===== config.mk =====
export PLATFORM = sky130hd
export DESIGN_NAME = sysid_wait_timer
export DESIGN_NICKNAME = d
export VERILOG_FILES = /design/src/rtl/sysid_wait_timer.sv
export SDC_FILE = /design/constraint.sdc
export NUM_CORES = 1
export LEC_CHECK = 0
export ABC_AREA = 1
export CORE_MARGIN = 1
export CORE_UTILIZATION = 56
export CTS_BUF_LIST = sky130_fd_sc_hd__clkbuf_8 sky130_fd_sc_hd__clkbuf_16
export CTS_CLUSTER_DIAMETER = 80
export DETAILED_ROUTE_END_ITERATION = 10
export MAX_ROUTING_LAYER = met4
export PLACE_DENSITY = 0.76
export SLEW_MARGIN = 20
export SYNTH_ARGS = -nofsm -noshare
export SYNTH_HDL_FRONTEND = slang
export SYNTH_SLANG_ARGS = --single-unit

===== constraint.sdc =====
create_clock -name clk_i -period 1.5 [get_ports clk_i]
set_clock_uncertainty 0.05 [all_clocks]
set_input_delay 0.3 -clock clk_i [delete_from_list [all_inputs] [get_ports clk_i]]
set_output_delay 0.3 -clock clk_i [all_outputs]
set_load 0.02 [all_outputs]

===== src/rtl/sysid_wait_timer.sv =====
// rtl/sysid_wait_timer.sv - bounded stall counter for one Avalon read
module sysid_wait_timer #(
  parameter int unsigned TIMEOUT_CYCLES = 255
) (
  input  logic clk_i,
  input  logic rst_ni,
  input  logic clear_i,
  input  logic enable_i,
  output logic expired_o
);

  localparam logic [15:0] LIMIT = 16'(TIMEOUT_CYCLES);

  logic [15:0] count_q;

  assign expired_o = (count_q >= LIMIT);

  // Count stalled cycles; hold once the limit is reached so the counter never wraps.
  always_ff @(posedge clk_i or negedge rst_ni) begin
    if (!rst_ni) begin
      count_q <= '0;
    end else if (clear_i) begin
      count_q <= '0;
    end else if (enable_i && !expired_o) begin
      count_q <= count_q + 16'd1;
    end
  end

endmodule


---- Yosys cells after proc, flatten, opt, wreduce, memory -nomap -nowiden ----
Index checks and enable logic that the tools add are counted.
storage, ports and cells
  flip-flop bits (word level) ............. 16
  output and inout bits ................... 1
  input bits .............................. 4
  logic and storage cells ................. 8
operators by class
  reductions and logical operators ........ 3
  $add $sub $neg .......................... 1
  order comparisons ....................... 1
  muxes and demuxes ....................... 2
operator list
  cell                     count
  $mux W16                 2
  $add A16 B1 Y16 const B  1
  $ge A16 B8 Y1 const B    1
  $reduce_bool A2 Y1       1
  $logic_and A1 B1 Y1      1
  $logic_not A1 Y1         1

---- Longest topological paths before layout ----
  word-level depth ........................ 5
  gate-level depth with buffers ........... 8
  mapped depth without buffers ............ 8

---- Least setup slack after synthesis ----
OpenSTA, ideal clock, no wires.
  path type ............................... reg-to-output
  from .................................... reg count_q[0]
  to ...................................... out expired_o
  slack ................................... 135 ps
  buffers on the path ..................... 0
  stages on the path, launching flop included .. 6
  data arrival time ....................... 1,015 ps
  data required time ...................... 1,150 ps
  path through ............................ dfrtp_1 -> ha_1 -> nand3_2 -> clkinv_2 -> nand2_4 -> nand2_1
between the ends
  word-level cells in the longest chain between the ends .. 1
RTL lines
  item                      RTL line  RTL
  start: declaration        14        logic [15:0] count_q;
  start signal: assignment  25        count_q <= count_q + 16'd1;
  $ge A16 B8 Y1             16        assign expired_o = (count_q >= LIMIT);
  end: declaration          9         output logic expired_o
No other way between the ends.

---- Final worst setup path ----
Ends and elaborated chain as after synthesis.

==> results.json <==
{
  "max_slew_margin_pct": 84.71,
  "power_mw": 0.9577,
  "setup_viol": 1,
  "leakage_nw": 0.5727,
  "antenna_found_initial": 0,
  "largest_reg_flops": 16,
  "top_register": "count_q",
  "hold_buffers": 0,
  "dpl.hpwl_mm": 1.214,
  "rsz0062_at_grt": "yes",
  "cp_top_family": "flip-flops",
  "h-tree-depth": 1,
  "swShare_pct": 24.08,
  "hp-class": "input pin to async pin",
  "cts-buffers-inserted": 3,
  "seq_area_sq_um": 400.4,
  "drive_gt1_share_pct": 27.27,
  "grt_util_met2_pct": 47.62,
  "drtPass1Iterations": 4,
  "most-common-layout-cells": "nand2_1, nor2_1, buf_4",
  "slowest_delay_ps": 400,
  "fin_cells": 147,
  "synth-seq-area-share_pct": 47.69,
  "worst_pin_slew_ps": 229.0,
  "grt_util_met1_pct": 30.69,
  "largestRegisters": "count_q (16)",
  "clkPwrFrac_pct": 40.7,
  "syn_avg_cell_area_sq_um": 7.774,
  "start_util_pct": 62.19,
  "clock_latency_ps": 250,
  "grt_pass1_vias": 707,
  "final_antenna_net_count": 0,
  "core_area_sq_um": 1350,
  "place_inst": 139,
  "grt_pass1_wl_mm": 2.884,
  "fin_util_pct": 82.30,
  "sequentialPowerShare_pct": 47.2,
  "netlist_instances": 108,
  "power_density_nw_per_um2": 862.0,
  "synth_nets": 113,
  "nNetsFinal": 138,
  "vias": 804,
  "crit_buf_inv": 2,
  "rows": 13,
  "crit_chain": "ha_2, nand3_4, inv_4, nand2_4, nand2_2, buf_6",
  "die-area_sq_um": 1658,
  "grt.busiest_layer": "met2",
  "io_pins": 5,
  "status": "finished, violations left",
  "drv_slew": 0,
  "preCtsSetupSlack_ps": -264.6,
  "multi_input_area_sq_um": 416.7,
  "clock-sinks": 16,
  "crit_path_max_fanout": 2,
  "clk_transition_reported_paths_ps": 70,
  "die_w_microns": 40.72,
  "required_ps": 1150,
  "synth_warnings": 0,
  "cp.arrival_ps": 1220,
  "num_antenna_cells": 0,
  "vdd_ir_drop_max_uv": 655.7,
  "detail_route.wirelength_mm": 2.148,
  "drt_iter0_drc": 50,
  "endpoint_kind": "output port",
  "hold_viol_final": 0,
  "slowest_stage": "dfrtp_1",
  "gr-usage-all-layers_pct": 29.08,
  "period_needed_ps": 1575,
  "area_growth_pct": 32.34,
  "p_switching_mw": 0.2306,
  "critPathKind": "flip-flop to output port",
  "final_common_cell": "nand2_1",
  "avgRoutedWirePerCell_microns": 14.61,
  "io_buffer_count": 4,
  "fill_cells": 80,
  "violations": "negative setup slack",
  "ys_types": 19,
  "min_period_over_period_pct": 105.0,
  "cts_tree": "yes",
  "grt_max_degree": 17,
  "routabilityCongestion": 0.8210,
  "cap_violations": 0,
  "synth_area_sq_um": 839.6,
  "setup_ws_ps": -74.81,
  "intPower_mw": 0.7271,
  "fp.dieH_microns": 40.72,
  "viasPerCell": 5.469,
  "cp-start-kind": "flip-flop",
  "gr-total-overflow": 0,
  "clockBufferDepth": 2,
  "timing.hold.ws_ps": 302.0,
  "clock-root-buffer": "clkbuf_8",
  "fmax_ghz": 0.6350,
  "globalRouteMet3Util_pct": 7.065,
  "route.detailed.drc": 0,
  "power_frac_comb_pct": 12.1,
  "synth-seq-cells": 16
}
-- metal layers --
metal	wire length, microns	share of wire, %
met2	1068	50
met5	0	0
met1	852	40
met3	167	7.8
met4	60	2.8
-- area by class of cell --
type	instances	area share, %
sequential	16	36.04
timing repair buffer	21	15.20
clock buffer	4	4.955
inverter	13	4.617
tap	15	1.689
multi-input combinational	78	37.50
-- power groups by stage --
| stage | combinational [mW] | clock (mW) | sequential, mW |
|---|---|---|---|
| 2_1_floorplan | 0.0446 | 0 | 0.461 |
| 3_5_place_dp | 0.0985 | 0 | 0.457 |
| 4_1_cts | 0.104 | 0.388 | 0.450 |
| 3_3_place_gp | 0.0960 | 0 | 0.456 |
| 5_1_grt | 0.126 | 0.412 | 0.452 |
| 6_report | 0.116 | 0.390 | 0.452 |
-- final timing paths --
path | startpoint | endpoint | slack, ps | depth (start not counted)
min in group clk_i | count_q[14] | count_q[14] | 440 | 2
max in group asynchronous | rst_ni | count_q[0] | 920 | 2
worst min register to register | count_q[14] | count_q[14] | 440 | 2
worst min-delay path | rst_ni | count_q[4] | 300 | 2
worst max register to register | count_q[0] | count_q[6] | 60 | 10
worst max-delay path | count_q[0] | expired_o | -70 | 6
-- synthesized netlist by cell type (all sizes together) --
master	number	share of area [%]
nand2	33	17
nor2	26	13
buf	2	1.0
ha	1	1.5
o21bai	2	1.8
inv	12	5.4
xnor2	1	1.0
dfrtp	16	48
nand3	12	9.2
clkinv	1	0.60
xor2	2	2.1
-- cells by family (layout without fill, tap and decap cells) --
group,count (synthesis),in the layout,share of synthesized area [%]
AND/OR/NAND/NOR,71,72,38.90
AO/OA/AOI/OAI,2,2,1.788
adder cells (fa/ha/maj),1,1,1.490
buffers and inverters,15,38,7.003
XOR/XNOR,3,3,3.130
flip-flops,16,16,47.69
-- timing repair --
item | 4_1_cts | 5_1_grt
resized for setup | 8 | 5
setup endpoints to repair | 4 | 9
gates cloned | 0 | 1
pin swaps | 2 | 2
buffers inserted | 2 | 1
-- metrics by stage --
stage / instance area (sq um) / setup TNS [ps]
floorplan: 839.6 / 0
global placement: 994.7 / -218.4
detailed placement: 994.7 / -264.6
CTS: 1071 / -72.36
global route: 1111 / -123.0
finish: 1111 / -74.81
Power figures use the tool's default switching activity.
==> RTL edit 1, RTL diff (same flow settings) <==
Put a register stage on the output `expired_o`, without a reset. The value now appears one clock later.
--- a/src/rtl/sysid_wait_timer.sv
+++ b/src/rtl/sysid_wait_timer.sv
@@ -11,9 +11,11 @@
 
   localparam logic [15:0] LIMIT = 16'(TIMEOUT_CYCLES);
 
+  logic expired_d;
+
   logic [15:0] count_q;
 
-  assign expired_o = (count_q >= LIMIT);
+  assign expired_d = (count_q >= LIMIT);
 
   // Count stalled cycles; hold once the limit is reached so the counter never wraps.
   always_ff @(posedge clk_i or negedge rst_ni) begin
@@ -21,10 +23,14 @@
       count_q <= '0;
     end else if (clear_i) begin
       count_q <= '0;
-    end else if (enable_i && !expired_o) begin
+    end else if (enable_i && !expired_d) begin
       count_q <= count_q + 16'd1;
     end
   end
 
+  always_ff @(posedge clk_i) begin
+    expired_o <= expired_d;
+  end
+
 endmodule
 
Function: no difference found for any inputs over 10 cycles, from zero or initial values and one cycle with rst_ni low; that may be too few to reach the edited logic, so the function may still have changed.
==> RTL edit 1 against the unedited design <==
- die area grew 2.3%
- worst setup slack improved by 0.18 ns
- register-to-register slack improved by 0.04 ns
- sequential power is 6.9% higher
- fmax increased by 13%
- critical path type is now flop to flop
- routed wire length down 29%
- non-clock buffer count decreased by 13
- hold slack improved by 0.0088 ns
- sequential cell count rose by 1
- power is 6.2% lower
- synthesized area rose by 2.4%
- design area decreased by 11%
==> RTL edit 1: results (changes against the unedited design) <==
- Post-Syn Area per Cell: 7.886 um^2 (+1.4%)
- M1 GR Usage: 0.2765 (-0.03045)
- Drt pass-1 iters: 5 (+1)
- Maximum fanout along the worst path: 9 (+7)
- Drt wl/cell: 11.34 um (-22%)
- RR Endpoint: count_q[0]$_DFFE_PN0P_
- Detailed Place HPWL: 1.119 mm (-7.9%)
- Seq power: 483 uW (+6.9%)
- Static Leak: 0.5087 nW (-11%)
- NetSw: 210.0 uW (-8.9%)
- Clock Power: 334 uW (-14%)
- Vias in the first global route: 572 (-19%)
- First-pass GRT wire length: 2.318 mm (-20%)
- Pre-CTS setup slack: 0.07191 ns (+0.3366 ns)
- Met3 WL post-DR: 57 um (-66%)
- Non-filler cells, final: 134 (-8.8%)
- Placed cell areas: 932.1 um^2 (-6.3%)
- Dominant cells by area after synthesis: dfrtp_1 (47%), nand2_1 (13%), nor2_1 (10%)
- Routing usage on met3: 0.09783 (+0.02717)
- Post-CTS Setup Bufs: 0 (-2)
- Arr. time, crit path: 1.54 ns (+0.32 ns)
- Status: finished, final reports clean
- # resized after CTS: 1 (-7)
- Async set-reset flop share out of synthesis: 0.9412 (-0.05882)
- Setup TNS: 0 ns (+0.07481 ns)
- Drt first-iter violations: 7 (-86%)
- RePlAce Congestion: 0.8994 (+9.5%)
- Met2 usage in global routing: 0.3281 (-0.1481)
- Vias/cell: 4.940 (-9.7%)
- GR Util All Layers: 0.2275 (-0.06324)
- Crit path time final: 1.395 ns (-0.1794 ns)
- M1 WL: 719 um (-16%)
## RTL edit 1: changes by cell type in the layout (fill, tap and decap cells not counted), sizes merged
cell         change
dfxtp            +1
nand3            -1
inv              -1
clkinv           +2
dlygate4sd2      +1
clkbuf           -1
buf             -14
## RTL edit 1: final cells by class
class                   count  area (um^2)
flip-flops and latches     17        420.4
multi-input cells          77        382.9
fillers                   113        379.1
repair buffers              8        68.82
inverters                  13        50.05
clock buffers               3        41.29
well taps                  15        18.77
clock inverters             1        5.005
## RTL edit 1: kinds of logic (layout without fill, tap and decap cells)
group | Yosys count | after routing | share of synthesized area
simple gates | 71 | 71 | 0.3799
flops | 17 | 17 | 0.4891
buf+inv | 15 | 25 | 0.06839
xor+xnor | 3 | 3 | 0.03057
compound gates | 2 | 2 | 0.01746
fa+ha+maj | 1 | 1 | 0.01455
## RTL edit 1: critical path: cells and delay by family, from the launching register on
kind / cells / cell delay, ns
adder cells (fa/ha/maj): 1 / 0.22
buffers and inverters: 1 / 0.08
flip-flops: 1 / 0.41
AND/OR/NAND/NOR: 6 / 0.58
## RTL edit 1: worst min-delay path by stage
| stage | startpoint | end | slack, ns | depth (start not counted) |
|---|---|---|---|---|
| 5_1_grt | rst_ni | count_q[4]$_DFFE_PN0P_ | 0.36 | 2 |
| 4_1_cts | rst_ni | count_q[7]$_DFFE_PN0P_ | 0.32 | 2 |
| 2_1_floorplan | rst_ni | count_q[0]$_DFFE_PN0P_ | -0.05 | 0 |
| 3_3_place_gp | count_q[12]$_DFFE_PN0P_ | count_q[12]$_DFFE_PN0P_ | 0.42 | 2 |
| 6_report | rst_ni | count_q[7]$_DFFE_PN0P_ | 0.31 | 2 |
| 3_5_place_dp | count_q[9]$_DFFE_PN0P_ | count_q[9]$_DFFE_PN0P_ | 0.43 | 2 |
==> RTL edit 2, RTL diff (same flow settings) <==
Made on the original files. The parameter `TIMEOUT_CYCLES` goes from 255 to 127.
--- a/src/rtl/sysid_wait_timer.sv
+++ b/src/rtl/sysid_wait_timer.sv
@@ -1,6 +1,6 @@
 // rtl/sysid_wait_timer.sv - bounded stall counter for one Avalon read
 module sysid_wait_timer #(
-  parameter int unsigned TIMEOUT_CYCLES = 255
+  parameter int unsigned TIMEOUT_CYCLES = 127
 ) (
   input  logic clk_i,
   input  logic rst_ni,
Behaviour: same outputs for any inputs over 10 cycles, from zero or initial values and one cycle with rst_ni low; that may be too few to reach the edited logic, so the function may still have changed.
==> RTL edit 2 against the unedited design <==
- the flow now stops in global routing
- synthesized area increased by 1.5%
==> RTL edit 2: results (changes against the unedited design) <==
- Status: stopped before the end
- Failed at: global routing
- Tool Error: [ERROR DPL-0033] detailed placement checks failed during check placement.
- H-tree lvl count: 1 (unchanged)
- IO buf count: 4 (unchanged)
- Detailed Place HPWL: 1.471 mm (+21%)
- Pre-CTS setup slack: -0.4068 ns (-0.1421 ns)
- Placed cell areas: 1066 um^2 (+7.2%)
- Num CTS Buffers: 3 (unchanged)
- Xor/xnor share of the synthesized area: 0 (-0.03130)
- Sink Count: 16 (unchanged)
- Multiplexer share of the synthesized area: 0 (unchanged)
- Initial antenna violation count: 0
- Max Root-Sink Buffers: 2 (unchanged)
- Dominant cells by area after synthesis: dfrtp_1 (47%), nand2_1 (15%), nor2_1 (10%)
- Die W: 41.01 um (+0.70%)
- Synth Area in Compound Gates: 0.01762 (-0.0002626)
- Largest net degree at the start of global routing: 17
- Async set-reset flop share out of synthesis: 1.000 (unchanged)
- Seq/Total Area, Yosys: 0.4699 (-0.007003)
- Adder-cell area share of the yosys netlist: 0.01468 (-0.0002188)
- Yosys warnings: 0 (unchanged)
- WEP type: primary output
- Main combinational cell family by area after synthesis: simple AND/OR/NAND/NOR gates
- Root buf cell: clkbuf_8
- Post-GRT worst EP: expired_o
- Syn nets: 119 (+5.3%)
- Yosys cell types: 16 (-3)
- Top_reg_cell synth: dfrtp_1
- Synth cell count leaders: nand2_1 (33), nor2_1 (23), dfrtp_1 (16)
- RePlAce Congestion: 0.8789 (+7.1%)
## RTL edit 2: timing repair
item,CTS
endpoints found under the setup margin,2
gates cloned,0
pin swaps,6
buffers inserted,9
gates resized for setup,12
## RTL edit 2: through the flow
step,instances,hold slack (ns)
after CTS,166,0.3218
after detailed placement,153,0.4587
after floorplan,114,-0.04559
after global placement,153,0.4366
## RTL edit 2: logic make-up after synthesis
logic type,Yosys count
adders and majority gates,1
DFF,16
and+or+nand+nor,79
buffers and inverters,16
AOI/OAI and AO/OA,2
